--- config.mk ---
export PLATFORM = sky130hd
export DESIGN_NAME = rv32im_div_ctrl
export DESIGN_NICKNAME = d
export VERILOG_FILES = /design/src/rtl/rv32i_pkg.sv /design/src/rtl/rv32im_div_step.sv /design/src/rtl/rv32im_div_ctrl.sv
export SDC_FILE = /design/constraint.sdc
export NUM_CORES = 1
export LEC_CHECK = 0
export BUFFER_PORTS_ARGS = -buffer_cell sky130_fd_sc_hd__buf_4
export CAP_MARGIN = 20
export CORE_UTILIZATION = 55
export CTS_BUF_LIST = sky130_fd_sc_hd__clkbuf_8 sky130_fd_sc_hd__clkbuf_16
export DETAILED_ROUTE_END_ITERATION = 10
export PLACE_DENSITY = 0.75
export SLEW_MARGIN = 20
export SYNTH_ARGS = -nofsm -noshare
export SYNTH_HDL_FRONTEND = slang
export SYNTH_SLANG_ARGS = --single-unit
--- constraint.sdc ---
create_clock -name i_clk -period 2.7 [get_ports i_clk]
set_input_delay 0.27 -clock i_clk [delete_from_list [all_inputs] [get_ports i_clk]]
set_output_delay 0.27 -clock i_clk [all_outputs]
set_load 0.05 [all_outputs]
--- src/rtl/rv32i_pkg.sv ---
// ---------------------------------------------------------------------------
// rv32i_pkg
// Shared definitions for the RV32IM divide controller: data width, the
// M-extension divide/remainder funct3 encodings, the divider FSM state enum
// and small decode/arithmetic helpers.
// ---------------------------------------------------------------------------
package rv32i_pkg;

    localparam int XLEN = 32;

    // M-extension divide/remainder funct3 encodings (funct3[2] = 1)
    typedef enum logic [2:0] {
        F3_DIV  = 3'b100,
        F3_DIVU = 3'b101,
        F3_REM  = 3'b110,
        F3_REMU = 3'b111
    } div_funct3_e;

    // Divider control FSM states
    typedef enum logic [1:0] {
        ST_IDLE  = 2'b00,
        ST_CALC  = 2'b01,
        ST_FIXUP = 2'b10,
        ST_DONE  = 2'b11
    } div_state_e;

    // Signed variants are DIV and REM
    function automatic logic f3_is_signed(input logic [2:0] f3);
        return (f3 == F3_DIV) || (f3 == F3_REM);
    endfunction

    // Remainder variants are REM and REMU
    function automatic logic f3_is_rem(input logic [2:0] f3);
        return (f3 == F3_REM) || (f3 == F3_REMU);
    endfunction

    // Two's-complement negation
    function automatic logic [XLEN-1:0] twos_neg(input logic [XLEN-1:0] v);
        return (~v) + {{(XLEN-1){1'b0}}, 1'b1};
    endfunction

endpackage

--- src/rtl/rv32im_div_step.sv ---
// ---------------------------------------------------------------------------
// rv32im_div_step
// One combinational restoring-division iteration.
//   rem_in   : 33-bit partial remainder from the previous step
//   quot_in  : dividend/quotient shift register (MSB feeds the remainder)
//   divisor  : unsigned divisor magnitude
//   rem_out  : updated partial remainder
//   quot_out : quot_in shifted left with the new quotient bit in the LSB
// ---------------------------------------------------------------------------
module rv32im_div_step
    import rv32i_pkg::*;
(
    input  logic [XLEN:0]   rem_in,
    input  logic [XLEN-1:0] quot_in,
    input  logic [XLEN-1:0] divisor,
    output logic [XLEN:0]   rem_out,
    output logic [XLEN-1:0] quot_out
);

    logic [XLEN+1:0] shifted_s;
    logic [XLEN+1:0] diff_s;
    logic            q_bit_s;

    // Shift, trial subtract, restore when the trial goes negative. The
    // shifted value is kept one bit wider than the remainder so the borrow
    // of the trial subtract is never lost, even for all-ones operands.
    always_comb begin
        shifted_s = {rem_in, quot_in[XLEN-1]};
        diff_s    = shifted_s - {2'b00, divisor};
        q_bit_s   = ~diff_s[XLEN+1];
        if (q_bit_s) begin
            rem_out = diff_s[XLEN:0];
        end else begin
            rem_out = shifted_s[XLEN:0];
        end
        quot_out = {quot_in[XLEN-2:0], q_bit_s};
    end

endmodule

--- src/rtl/rv32im_div_ctrl.sv ---
// ---------------------------------------------------------------------------
// rv32im_div_ctrl
// Multi-cycle RV32IM DIV/DIVU/REM/REMU unit for the EX stage. One op in
// flight; restoring divider with one bit per CALC cycle, sign fix-up, then a
// one-cycle result strobe. Divide-by-zero and signed overflow complete in one
// cycle.
//
// Optional feature macro: RV32IM_DIV_CACHE_EN
//   When defined, the operands/signedness/quotient/remainder of the last
//   completed op are kept; a matching start completes in one cycle.
//
// Ports:
//   i_clk, i_rst_n     clock, asynchronous active-low reset
//   i_start, i_funct3  op valid and funct3 (100 DIV,101 DIVU,110 REM,111 REMU)
//   i_op_a, i_op_b     dividend, divisor
//   i_flush            abort any operation; wins over i_start
//   o_stall            freeze IF/ID/EX while the divide is busy
//   o_valid            one-cycle result strobe
//   o_result           quotient/remainder, held until the next o_valid
// ---------------------------------------------------------------------------
module rv32im_div_ctrl
    import rv32i_pkg::*;
(
    input  logic            i_clk,
    input  logic            i_rst_n,
    input  logic            i_start,
    input  logic [2:0]      i_funct3,
    input  logic [XLEN-1:0] i_op_a,
    input  logic [XLEN-1:0] i_op_b,
    input  logic            i_flush,
    output logic            o_stall,
    output logic            o_valid,
    output logic [XLEN-1:0] o_result
);

    div_state_e      state_r;
    div_state_e      state_next_s;
    logic [4:0]      cnt_r;
    logic [XLEN:0]   rem_r;
    logic [XLEN-1:0] quot_r;
    logic [XLEN-1:0] divisor_r;
    logic            is_rem_r;
    logic            q_neg_r;
    logic            r_neg_r;
    logic            valid_r;
    logic [XLEN-1:0] result_r;

    logic            accept_s;
    logic            op_signed_s;
    logic            op_rem_s;
    logic            a_neg_s;
    logic            b_neg_s;
    logic [XLEN-1:0] a_abs_s;
    logic [XLEN-1:0] b_abs_s;
    logic            div_zero_s;
    logic            ovf_s;
    logic            cache_hit_s;
    logic [XLEN-1:0] cache_q_s;
    logic [XLEN-1:0] cache_r_s;
    logic            bypass_s;
    logic [XLEN-1:0] bypass_q_s;
    logic [XLEN-1:0] bypass_r_s;
    logic [XLEN:0]   step_rem_s;
    logic [XLEN-1:0] step_quot_s;
    logic [XLEN-1:0] fix_q_s;
    logic [XLEN-1:0] fix_r_s;

    assign accept_s    = (state_r == ST_IDLE) & i_start & i_funct3[2] & ~i_flush;
    assign op_signed_s = f3_is_signed(i_funct3);
    assign op_rem_s    = f3_is_rem(i_funct3);
    assign a_neg_s     = op_signed_s & i_op_a[XLEN-1];
    assign b_neg_s     = op_signed_s & i_op_b[XLEN-1];
    assign a_abs_s     = a_neg_s ? twos_neg(i_op_a) : i_op_a;
    assign b_abs_s     = b_neg_s ? twos_neg(i_op_b) : i_op_b;
    assign div_zero_s  = (i_op_b == 32'h0000_0000);
    assign ovf_s       = op_signed_s & (i_op_a == 32'h8000_0000) & (i_op_b == 32'hFFFF_FFFF);
    assign bypass_s    = div_zero_s | ovf_s | cache_hit_s;

    // Single-cycle results for the cases that skip the iterative divide
    always_comb begin
        bypass_q_s = 32'hFFFF_FFFF;
        bypass_r_s = i_op_a;
        if (div_zero_s) begin
            bypass_q_s = 32'hFFFF_FFFF;
            bypass_r_s = i_op_a;
        end else if (ovf_s) begin
            bypass_q_s = 32'h8000_0000;
            bypass_r_s = 32'h0000_0000;
        end else begin
            bypass_q_s = cache_q_s;
            bypass_r_s = cache_r_s;
        end
    end

    rv32im_div_step u_step (
        .rem_in   (rem_r),
        .quot_in  (quot_r),
        .divisor  (divisor_r),
        .rem_out  (step_rem_s),
        .quot_out (step_quot_s)
    );

    // After 32 steps rem_r < divisor, so its low 32 bits hold the magnitude
    assign fix_q_s = q_neg_r ? twos_neg(quot_r) : quot_r;
    assign fix_r_s = r_neg_r ? twos_neg(rem_r[XLEN-1:0]) : rem_r[XLEN-1:0];

    // FSM state register
    always_ff @(posedge i_clk or negedge i_rst_n) begin
        if (!i_rst_n) begin
            state_r <= ST_IDLE;
        end else begin
            state_r <= state_next_s;
        end
    end

    // FSM next-state logic; flush overrides every transition
    always_comb begin
        state_next_s = state_r;
        if (i_flush) begin
            state_next_s = ST_IDLE;
        end else begin
            case (state_r)
                ST_IDLE: begin
                    if (accept_s) begin
                        state_next_s = bypass_s ? ST_DONE : ST_CALC;
                    end else begin
                        state_next_s = ST_IDLE;
                    end
                end
                ST_CALC: begin
                    if (cnt_r == 5'd31) begin
                        state_next_s = ST_FIXUP;
                    end else begin
                        state_next_s = ST_CALC;
                    end
                end
                ST_FIXUP: state_next_s = ST_DONE;
                ST_DONE:  state_next_s = ST_IDLE;
                default:  state_next_s = ST_IDLE;
            endcase
        end
    end

    // Stall must be combinational so the accepting cycle already freezes
    // the front end; it drops in DONE so EX advances with o_valid.
    assign o_stall = accept_s | (state_r == ST_CALC) | (state_r == ST_FIXUP);

    // Datapath: operand latch, iteration, fix-up and result/strobe registers
    always_ff @(posedge i_clk or negedge i_rst_n) begin
        if (!i_rst_n) begin
            cnt_r     <= 5'd0;
            rem_r     <= 33'h0;
            quot_r    <= 32'h0000_0000;
            divisor_r <= 32'h0000_0000;
            is_rem_r  <= 1'b0;
            q_neg_r   <= 1'b0;
            r_neg_r   <= 1'b0;
            valid_r   <= 1'b0;
            result_r  <= 32'h0000_0000;
        end else begin
            valid_r <= 1'b0;
            case (state_r)
                ST_IDLE: begin
                    if (accept_s) begin
                        cnt_r     <= 5'd0;
                        rem_r     <= 33'h0;
                        quot_r    <= a_abs_s;
                        divisor_r <= b_abs_s;
                        is_rem_r  <= op_rem_s;
                        q_neg_r   <= a_neg_s ^ b_neg_s;
                        r_neg_r   <= a_neg_s;
                        if (bypass_s) begin
                            valid_r  <= 1'b1;
                            result_r <= op_rem_s ? bypass_r_s : bypass_q_s;
                        end
                    end
                end
                ST_CALC: begin
                    if (!i_flush) begin
                        rem_r  <= step_rem_s;
                        quot_r <= step_quot_s;
                        cnt_r  <= cnt_r + 5'd1;
                    end
                end
                ST_FIXUP: begin
                    if (!i_flush) begin
                        valid_r  <= 1'b1;
                        result_r <= is_rem_r ? fix_r_s : fix_q_s;
                    end
                end
                ST_DONE: begin
                    valid_r <= 1'b0;
                end
                default: begin
                    valid_r <= 1'b0;
                end
            endcase
        end
    end

    assign o_valid  = valid_r;
    assign o_result = result_r;

`ifdef RV32IM_DIV_CACHE_EN
    logic            cache_vld_r;
    logic            cache_sgn_r;
    logic [XLEN-1:0] cache_a_r;
    logic [XLEN-1:0] cache_b_r;
    logic [XLEN-1:0] cache_q_r;
    logic [XLEN-1:0] cache_r_r;
    logic            op_sgn_r;
    logic [XLEN-1:0] op_a_r;
    logic [XLEN-1:0] op_b_r;

    assign cache_hit_s = cache_vld_r & (cache_a_r == i_op_a) & (cache_b_r == i_op_b)
                         & (cache_sgn_r == op_signed_s);
    assign cache_q_s   = cache_q_r;
    assign cache_r_s   = cache_r_r;

    // Result cache: filled by every op that reaches DONE without a flush
    always_ff @(posedge i_clk or negedge i_rst_n) begin
        if (!i_rst_n) begin
            cache_vld_r <= 1'b0;
            cache_sgn_r <= 1'b0;
            cache_a_r   <= 32'h0000_0000;
            cache_b_r   <= 32'h0000_0000;
            cache_q_r   <= 32'h0000_0000;
            cache_r_r   <= 32'h0000_0000;
            op_sgn_r    <= 1'b0;
            op_a_r      <= 32'h0000_0000;
            op_b_r      <= 32'h0000_0000;
        end else if (accept_s) begin
            op_sgn_r <= op_signed_s;
            op_a_r   <= i_op_a;
            op_b_r   <= i_op_b;
            if (bypass_s) begin
                cache_vld_r <= 1'b1;
                cache_sgn_r <= op_signed_s;
                cache_a_r   <= i_op_a;
                cache_b_r   <= i_op_b;
                cache_q_r   <= bypass_q_s;
                cache_r_r   <= bypass_r_s;
            end
        end else if ((state_r == ST_FIXUP) && !i_flush) begin
            cache_vld_r <= 1'b1;
            cache_sgn_r <= op_sgn_r;
            cache_a_r   <= op_a_r;
            cache_b_r   <= op_b_r;
            cache_q_r   <= fix_q_s;
            cache_r_r   <= fix_r_s;
        end
    end
`else
    assign cache_hit_s = 1'b0;
    assign cache_q_s   = 32'h0000_0000;
    assign cache_r_s   = 32'h0000_0000;
`endif

endmodule

# Word-level counts from Yosys, hierarchy flattened
# Index checks and enable logic that the tools add are counted.
# Widths: inputs -> output; s select.
[totals]
register_bits = 140
elab_cells = 87
output_inout_bits = 34
[classes]
n_reduce_logical = 9
n_eq_ne = 13
mux = 32
n_addsub = 6
bitwise = 17
[op_table]
columns = ["operator", "count"]
rows = [
  ["$mux 32", 14],
  ["$add 32x1->32 const B", 4],
  ["$not 32->32", 4],
  ["$pmux 32 s2", 2],
  ["$mux 33", 3],
  ["$pmux 33 s2", 1],
  ["$eq 32x32->1 const B", 2],
  ["$sub 34x32->34", 1],
  ["$logic_not 32->1", 1],
  ["$mux 5", 2],
  ["$pmux 5 s2", 1],
  ["$eq 3x3->1 const B", 3],
  ["$mux 2", 4],
  ["$ne 2x2->1 const B", 4],
  ["$pmux 2 s4", 1],
  ["$and 1x1->1", 7],
  ["$add 5x1->5 const B", 1],
  ["$eq 5x5->1 const B", 1],
  ["$eq 2x2->1 const B", 2],
  ["$reduce_and 4->1", 1],
  ["$reduce_bool 2->1", 2],
  ["$mux 1", 3],
  ["$or 1x1->1", 3],
  ["$reduce_and 3->1", 1],
  ["7 further kinds", 9],
]

# Longest topological paths before layout
# Gate-level depths: netlist of the first run.
[depth]
word_depth = 10
ltp_mapped = 13

# By module
# From an unflattened synthesis of the first run, not the netlist that was laid out.
[unflattened]
hier_cells = 1442
hier_area_um2 = 11657.4
[by_module_without_submodules]
columns = ["module", "cells_per_inst", "area_per_inst_um2", "n_inst", "seq_area_each_um2"]
rows = [
  ["rv32im_div_ctrl", 1104, 9203.8, 1, 3503.4],
  ["rv32im_div_step", 338, 2453.6, 1, 0.0],
]

# Least setup slack after synthesis of the first run
# No wires, ideal clock.
[synth_timing]
kind = "register to register"
start = "reg quot_r[8]"
end = "reg result_r[31], in the netlist o_result[31]"
t_required_ns = 2.571
stages_incl_launch_ff = 10
t_arrival_ns = 2.818
slack_ns = -0.247
n_path_buf = 0
period_less_slack_ns = 2.947
cell_sequence = "dfrtp_1 -> or4_4 -> or3_4 -> or4_4 -> or3_4 -> o31ai_4 -> xnor2_1 -> nor2_2 -> a211oi_2 -> nor3_2"
[synth_via]
elab_chain_cells = 6
[synth_lines]
columns = ["element", "line", "text"]
rows = [
  ["start: declaration", "rv32im_div_ctrl.sv:40", "logic [XLEN-1:0] quot_r;"],
  ["start signal: assignment", "rv32im_div_ctrl.sv:167", "quot_r <= a_abs_s;"],
  ["start signal: assignment", "rv32im_div_ctrl.sv:181", "quot_r <= step_quot_s;"],
  ["$not 32->32", "rv32i_pkg.sv:39", "return (~v) + {{(XLEN-1){1'b0}}, 1'b1};"],
  ["$add 32x1->32", "rv32i_pkg.sv:39", ""],
  ["$mux 32", "rv32im_div_ctrl.sv:104", "assign fix_q_s = q_neg_r ? twos_neg(quot_r) : quot_r;"],
  ["$mux 32", "rv32im_div_ctrl.sv:188", "result_r <= is_rem_r ? fix_r_s : fix_q_s;"],
  ["$mux 32", "rv32im_div_ctrl.sv:186", "if (!i_flush) begin"],
  ["$pmux 32 s2", "rv32im_div_ctrl.sv:162", "case (state_r)"],
  ["end signal: assignment", "rv32im_div_ctrl.sv:174", "result_r <= op_rem_s ? bypass_r_s : bypass_q_s;"],
  ["end signal: assignment", "rv32im_div_ctrl.sv:188", ""],
  ["end: declaration", "rv32im_div_ctrl.sv:46", "logic [XLEN-1:0] result_r;"],
]
# Every way passes these cells. The select of a mux whose other input is x is not followed.
# A chain may end at the register's enable or synchronous reset.

# Worst setup path in the final report of the first run
[layout_timing]
start = "reg quot_r[31]"
end = "reg rem_r[32]"
[layout_via]
elab_chain_cells = 4
[layout_lines]
columns = ["element", "line", "text"]
rows = [
  ["$sub 34x32->34", "rv32im_div_step.sv:29", "diff_s = shifted_s - {2'b00, divisor};"],
  ["$mux 33", "rv32im_div_step.sv:31", "if (q_bit_s) begin"],
  ["$mux 33", "rv32im_div_ctrl.sv:179", "if (!i_flush) begin"],
  ["$pmux 33 s2", "rv32im_div_ctrl.sv:162", ""],
  ["end signal: assignment", "rv32im_div_ctrl.sv:180", "rem_r <= step_rem_s;"],
  ["end: declaration", "rv32im_div_ctrl.sv:39", "logic [XLEN:0] rem_r;"],
]
# Every way passes these cells. The select of a mux whose other input is x is not followed.

==> results of run 1 <==
==> cell usage after synthesis, types with 2 or more instances <==
cell type  count  share of area
buf_2          5         0.0023
o211ai_1      44          0.030
a31oi_1       32          0.018
buf_1          5         0.0017
xnor2_1       88          0.071
a21oi_1       90          0.042
and3_1         7         0.0040
o41ai_1        8         0.0065
nor4_1         7         0.0040
mux2i_1       23          0.021
o31ai_1       26          0.018
and2_1         8         0.0046
a21boi_0       2         0.0014
or3_4          4         0.0042
or2_2          4         0.0023
nor3_1        20         0.0092
nor2b_1        7         0.0040
ha_1          39          0.045
dfrtp_1      140           0.32
mux2_2         2         0.0021
nand2b_1       9         0.0052
nor3b_1        4         0.0028
a211oi_1       4         0.0028
inv_1         56          0.019
nor4b_1        3         0.0024
a21o_1        13         0.0090
or3_1         22          0.013
or4_1          9         0.0062
clkbuf_1      67          0.023
a211o_1        3         0.0024
nand3_1       31          0.014
or4_4          2         0.0021
o21bai_1       8         0.0055
o21a_1         4         0.0028
nor2_1       113          0.039
a41oi_1        6         0.0048
nand4_1       17         0.0098
xor2_1        57          0.046
nand2_1      207          0.072
o21ai_0      175          0.081
==> routing by layer <==
| metal | vias up | track usage | part of all wire |
|---|---|---|---|
| met5 | - | 0 | 0 |
| met4 | 0 | 0.144 | 0.038 |
| met3 | 123 | 0.0565 | 0.067 |
| met2 | 543 | 0.575 | 0.49 |
| met1 | 5564 | 0.459 | 0.41 |
| li1 | 5376 | - | - |
==> worst max path at each step <==
stage	endpoint	cells after the start	slack (ps)
floorplan	o_result[31]	9	-120
global placement	rem_r[26]	14	-200
detailed placement	o_result[20]	9	-280
CTS	o_result[31]	9	-270
global route	rem_r[32]	14	-380
finish	rem_r[32]	14	-310
==> logic make-up (layout without fill, tap and decap cells) <==
logic type,Yosys count,after routing,synth area share
flops,140,140,0.323
xor+xnor,145,145,0.117
buf+inv,134,370,0.0470
mux,25,25,0.0233
simple gates,482,482,0.206
compound gates,427,427,0.236
fa+ha+maj,40,40,0.0469
==> through the flow <==
step	hold WS [ps]	cells	util	setup slack, ps	total power, mW
after global placement	311	1822	0.678	-199	10.4
after global routing	58.6	1889	0.757	-382	16.6
final	70.0	1889	0.757	-313	15.8
after floorplan	-25.6	1393	-	-120	8.00
after detailed placement	321	1822	0.678	-276	10.5
after CTS	61.9	1878	0.739	-265	14.8
==> power by group <==
group	total [mW]	internal, mW	switching [mW]
clock network	2.61	1.64	0.974
logic	10.1	4.86	5.23
registers	3.07	2.56	0.507
total	15.8	9.06	6.71
==> cell type report <==
type                       count  area, um2
clock buffer                  21        480
inverter                      57        214
clock inverter                11        165
timing repair buffer         281       2300
fill                        1413       4620
sequential                   140       3500
multi-input combinational   1119       7410
tap                          260        325
==> repair_timing <==
| item | in CTS | in global routing |
|---|---|---|
| buffers inserted | 19 | 14 |
| endpoints found under the setup margin | 48 | 53 |
| hold buffers | 1 | 0 |
| endpoints found under the hold margin | 63 | 0 |
| pin swaps | 39 | 35 |
| gates cloned | 4 | 0 |
| gates resized for setup | 101 | 61 |
==> state kept, by name, indices dropped and copies added (netlist names) <==
register,cells
cnt_r,5
divisor_r,32
o_result,32
is_rem_r,1
o_valid,1
rem_r,33
r_neg_r,1
state_r,2
quot_r,32
q_neg_r,1
==> critical path: cells and delay by family (launching register included) <==
kind | cells | cell delay (ps)
fa+ha+maj | 2 | 510
flops | 1 | 410
mux | 1 | 320
buf+inv | 3 | 310
compound gates | 8 | 1350
==> summary.md, run 1 <==
| Metric | Value |
|---|---|
| Status | `finished with violations` |
| Failing checks | `negative setup slack` |
| CP Class | `flop to flop` |
| Final Hold Fails | `0` |
| EDFF count, synth | `0` |
| Starting Density | `0.570` |
| IO Port Bufs | `104` |
| Worst EP required | `3040 ps` |
| Rel. slew slack | `0.374` |
| Pwr Density | `1100 mW/mm2` |
| Worst Hold End | `state_r[1]` |
| Core ar. | `0.0190 mm2` |
| RSZ-0062 raised after global routing | `true` |
| Placed Area | `0.0129 mm2` |
| Die width | `142 um` |
| ANT cells | `0` |
| # IOs | `105` |
| HPWL Detailed | `23800 um` |
| Most common cell after layout, fill and taps aside | `buf_4` |
| Clock-pin slew on the worst setup and hold paths | `60 ps` |
| Fin. max-slew vios | `0` |
| CTS tree | `done` |
| Syn Area/Cell | `7.78 um2` |
| Max Buffers Root-to-Sink | `2` |
| Gr ovfl total | `0` |
| Final Cycle Share | `1.12` |
| Worst path most repeated cell | `inv_2` |
| Design area | `0.0144 mm2` |
| Post-synth top flop | `dfrtp_1` |
| Rows | `50` |
| Clock Latency Late Sink | `440 ps` |
| Async SR Flop Fraction | `1.00` |
| Setup TNS | `-7820 ps` |
| First DRT Iteration DRCs | `1173` |
| Die Span Y | `142 um` |
| Share of layout cells above drive strength 1 | `0.257` |
| Vias | `11600` |
| Initial antenna violation count | `0` |
| Cells after Synth | `1393` |
| Area Growth Syn to Fin | `32.8%` |
| Gr usage total | `0.350` |
| Htree depth | `4` |
| Post-route setup slack | `-313 ps` |
| Critical Path AT | `3350 ps` |
| Reg-to-reg critical path endpoint | `rem_r[32]` |
| Final min period | `3010 ps` |
| Length of the first detailed-routing pass in iterations | `6` |
| # Max-Cap Violations | `0` |
| Critical path startpoint | `quot_r[31]` |
| Register area share after synthesis | `0.323` |
| Startpoint Class | `flop` |
| Fmax | `332 MHz` |
| Number of distinct library cells after synthesis | `62` |
| Cts bufs inserted | `17` |
| P_leak | `6.31 nW` |
| CP max stage delay | `410 ps` |
| Hold Path Depth | `2` |
| Clock sinks | `140` |
| Final setup violation count | `47` |
| Worst VDD drop | `746 uV` |
| Final #Nets | `1727` |
| Wire per inst | `19.0 um` |
| Worst Reg-to-Reg Cells | `14` |
| Ys Warns | `0` |
| Count of state elements after synthesis | `140` |
| Wirelength, routed | `35800 um` |
| Vias in the first global route | `10900` |
| Clock skew | `9.78 ps` |
| DRC errors left | `0` |
| Cell Area, Synth | `0.0108 mm2` |
| R2r setup slk | `-310 ps` |
| Worst Min Path Start | `i_flush` |
| CP cell instances | `inv_2 -> ha_4 -> inv_2 -> fa_2 -> a21o_1 -> a221oi_2 -> a211o_1 -> a2111oi_4 -> buf_4 -> o21ai_4 -> a21oi_2 -> o21ai_2 -> mux2_4 -> o211ai_1` |
| Mapped Nets | `1504` |
| Crit end category | `flop` |
| Critical R2R Launch | `quot_r[31]` |
| Largest net degree at the start of global routing | `76` |
| Crit-path max FO | `3` |
| Worst Hold Class | `primary input to flop` |
| Die area | `0.0203 mm2` |
| GP Congestion | `0.954` |
| Worst Tran Pin Value | `940 ps` |
| CTS root buf | `clkbuf_16` |
| Slowest-stage cell, CP | `dfrtp_1` |
| Post-route ant nets | `0` |
| Via density | `6.14` |
| Most frequent cells in the layout | `buf_4, nand2_1, dfrtp_1` |
| First-pass GRT wire length | `55200 um` |
Power figures use the tool's default switching activity.
==> run 2, diff against run 1 <==
--- a/config.mk
+++ b/config.mk
@@ -5,9 +5,10 @@
 export SDC_FILE = /design/constraint.sdc
 export NUM_CORES = 1
 export LEC_CHECK = 0
+export ABC_AREA = 1
 export BUFFER_PORTS_ARGS = -buffer_cell sky130_fd_sc_hd__buf_4
 export CAP_MARGIN = 20
-export CORE_UTILIZATION = 55
+export CORE_UTILIZATION = 56
 export CTS_BUF_LIST = sky130_fd_sc_hd__clkbuf_8 sky130_fd_sc_hd__clkbuf_16
 export DETAILED_ROUTE_END_ITERATION = 10
 export PLACE_DENSITY = 0.75
==> run 2 against run 1 <==
  * The flow now finishes without violations
  * Count of clock-buffer cells in the layout fell by 4
  * Cell area increased by 5.4%
  * Largest cell class unchanged
  * Non-clock buffer count is 136 lower
  * Via count increased by 34%
  * Critical path depth grew 2
  * Wire length up 35%
  * Synthesized cell count grew 62%
  * Sequential power about the same
  * Clock skew about the same
  * Final cell count up 42%
  * Sequential share of layout area is 1.3 points lower
  * Clock power decreased by 13%
  * Critical path type unchanged
==> summary.md, run 2 <==
| Metric | Value |
|---|---|
| Die Span Y | `157 um` |
| Syn Area/Cell | `5.97 um2` |
| Initial antenna violation count | `1` |
| Adder-Cell Fraction of Synth Area | `0.0377` |
| Cell Area, Synth | `0.0135 mm2` |
| Synth Area in Compound Gates | `0.115` |
| Die area | `0.0247 mm2` |
| Design area | `0.0152 mm2` |
| Area Growth Syn to Fin | `12.7%` |
| Synth cell count leaders | `nand2_1, inv_1, nand3_1, nor2_1, o21ai_0` |
| Startpoint Class | `flop` |
| Most frequent cells in the layout | `nand2_1, inv_1, nand3_1` |
| Cts bufs inserted | `17` |
| Wire per inst | `18.1 um` |
| DRC errors left | `0` |
| Mapped Nets | `2367` |
| Synth top area share | `0.260` |
| Main combinational cell family by area after synthesis | `simple AND/OR/NAND/NOR gates` |
| Final Hold Fails | `0` |
| Largest net degree at the start of global routing | `72` |
| Post-synth top flop | `dfrtp_1` |
| Status | `finished clean` |
| IO Port Bufs | `104` |
| Htree depth | `4` |
| Die width | `157 um` |
| Ys Warns | `0` |
| Area leader, netlist | `dfrtp_1` |
| Reg with most FFs | `rem_r` |
| P_leak | `8.21 nW` |
| Final min period | `2500 ps` |
| Count of state elements after synthesis | `140` |
| EDFF count, synth | `0` |
| Gr usage total | `0.399` |
| Worst EP required | `3020 ps` |
| Pwr Density | `726 mW/mm2` |
| # Max-Cap Violations | `0` |
| Register area share after synthesis | `0.260` |
| Final setup violation count | `0` |
| Core ar. | `0.0235 mm2` |
| Final #Nets | `2454` |
| Via density | `5.79` |
| Worst VDD drop | `512 uV` |
| GP Congestion | `1.03` |
| Placed Area | `0.0146 mm2` |
| Rows | `56` |
| Fraction of synthesized area in multiplexers | `0` |
| Gr ovfl total | `0` |
| Largest register FFs | `33` |
| ANT cells | `0` |
| Vias | `15500` |
| Post-route ant nets | `0` |
| Most frequent cell after synthesis | `nand2_1` |
| Clock skew | `10.0 ps` |
| CTS tree | `done` |
| Most common cell after layout, fill and taps aside | `nand2_1` |
| Met3 Wirelength | `5210 um` |
| Fmax | `400 MHz` |
| Cells after Synth | `2256` |
| Final Cycle Share | `0.927` |
| # IOs | `105` |
| Worst Hold Class | `primary input to flop` |
| Rel. slew slack | `0.514` |
| Setup TNS | `0 ps` |
| Async SR Flop Fraction | `1.00` |
| Share of layout cells above drive strength 1 | `0.103` |
| Crit end category | `flop` |
| Starting Density | `0.572` |
| Max Buffers Root-to-Sink | `2` |
| Crit-path max FO | `18` |
| Clock Latency Late Sink | `440 ps` |
| M1 wire length | `21000 um` |
| RSZ-0062 raised after global routing | `false` |
| HPWL Detailed | `37500 um` |
| Wirelength, routed | `48400 um` |
| Post-CTS Setup Bufs | `0` |
| Vias in the first global route | `13800` |
| Synth Area in Simple Gates | `0.437` |
| Worst Tran Pin Value | `723 ps` |
| XOR/XNOR Fraction of Synth Area | `0.0332` |
| Fin. max-slew vios | `0` |
| Critical Path AT | `2830 ps` |
| Number of distinct library cells after synthesis | `45` |
| First DRT Iteration DRCs | `2036` |
| Clock sinks | `140` |
| CP Class | `flop to flop` |
| Routed wl met2 | `20800 um` |
| CTS root buf | `clkbuf_16` |
| First-pass GRT wire length | `75100 um` |
| Clock-pin slew on the worst setup and hold paths | `70 ps` |
| Length of the first detailed-routing pass in iterations | `9` |
| Synth area leaders | `dfrtp_1, nand2_1, nand3_1` |
| Highest Signal Layer | `met5` |
run 2: report_power, final:
part / switching (mW) / internal (mW) / leakage, nW
clock: 1.08 / 1.20 / 0.267
combinational: 3.97 / 1.69 / 6.10
sequential: 0.443 / 2.64 / 1.84
run 2: worst max-delay path, stage by stage (launching register included):
cell and delay, ps:
dfrtp_1 460, ha_1 390, nand2_1 140, inv_1 60
nand2_1 60, nand2_1 100, inv_1 90, nand3_2 150
nand2_2 110, nand2_2 80, nand2_4 110, nand2_4 100
nand2_8 160, buf_12 140, nand3_1 70, nand3_1 100
nand2_1 70
run 2: final cells by class:
type,instances,area [um2]
timing repair buffer,145,1130
clock buffer,17,425
multi-input combinational,1725,8410
inverter,314,1180
tap,319,399
fill,2310,8360
clock inverter,15,128
sequential,140,3500
run 2: metal layers:
metal | GRT usage | up-vias
met1 | 0.562 | 7082
li1 | - | 7447
met4 | 0.124 | 2
met2 | 0.607 | 855
met3 | 0.0881 | 115
met5 | 0 | -
run 2: path summary, 6_finish.rpt:
path,endpoint,from,slack [ps],depth (start not counted)
max,rem_r[26],rem_r[7],200,16
min,state_r[0],i_flush,20,2
max reg2reg,rem_r[26],rem_r[7],200,16
min reg2reg,divisor_r[30],divisor_r[30],490,2
max in group asynchronous,quot_r[28],i_rst_n,1460,3
min in group asynchronous,rem_r[30],i_rst_n,440,2
run 2: per-stage QoR:
step / hold WS (ps) / total power [mW] / instances / setup WS, ps / util
finish: 15.9 / 11.0 / 2675 / 198 / 0.645
global route: 17.9 / 11.7 / 2675 / 9.38 / 0.645
CTS: 5.97 / 10.8 / 2675 / 171 / 0.644
floorplan: -25.6 / 6.80 / 2256 / 686 / -
global placement: 341 / 8.47 / 2642 / 239 / 0.620
detailed placement: 347 / 8.55 / 2642 / 195 / 0.620
run 2: kinds of logic (layout without fill, tap and decap cells):
family                   Yosys count  in the layout
XOR/XNOR                          51             51
adder cells (fa/ha/maj)           40             40
AO/OA/AOI/OAI                    295            295
AND/OR/NAND/NOR                 1339           1339
buffers and inverters            391            491
flip-flops                       140            140
run 2: timing repair:
item	4_1_cts	5_1_grt
endpoints found under the setup margin	0	14
hold buffers	1	0
endpoints found under the hold margin	68	0
resized for setup	0	4
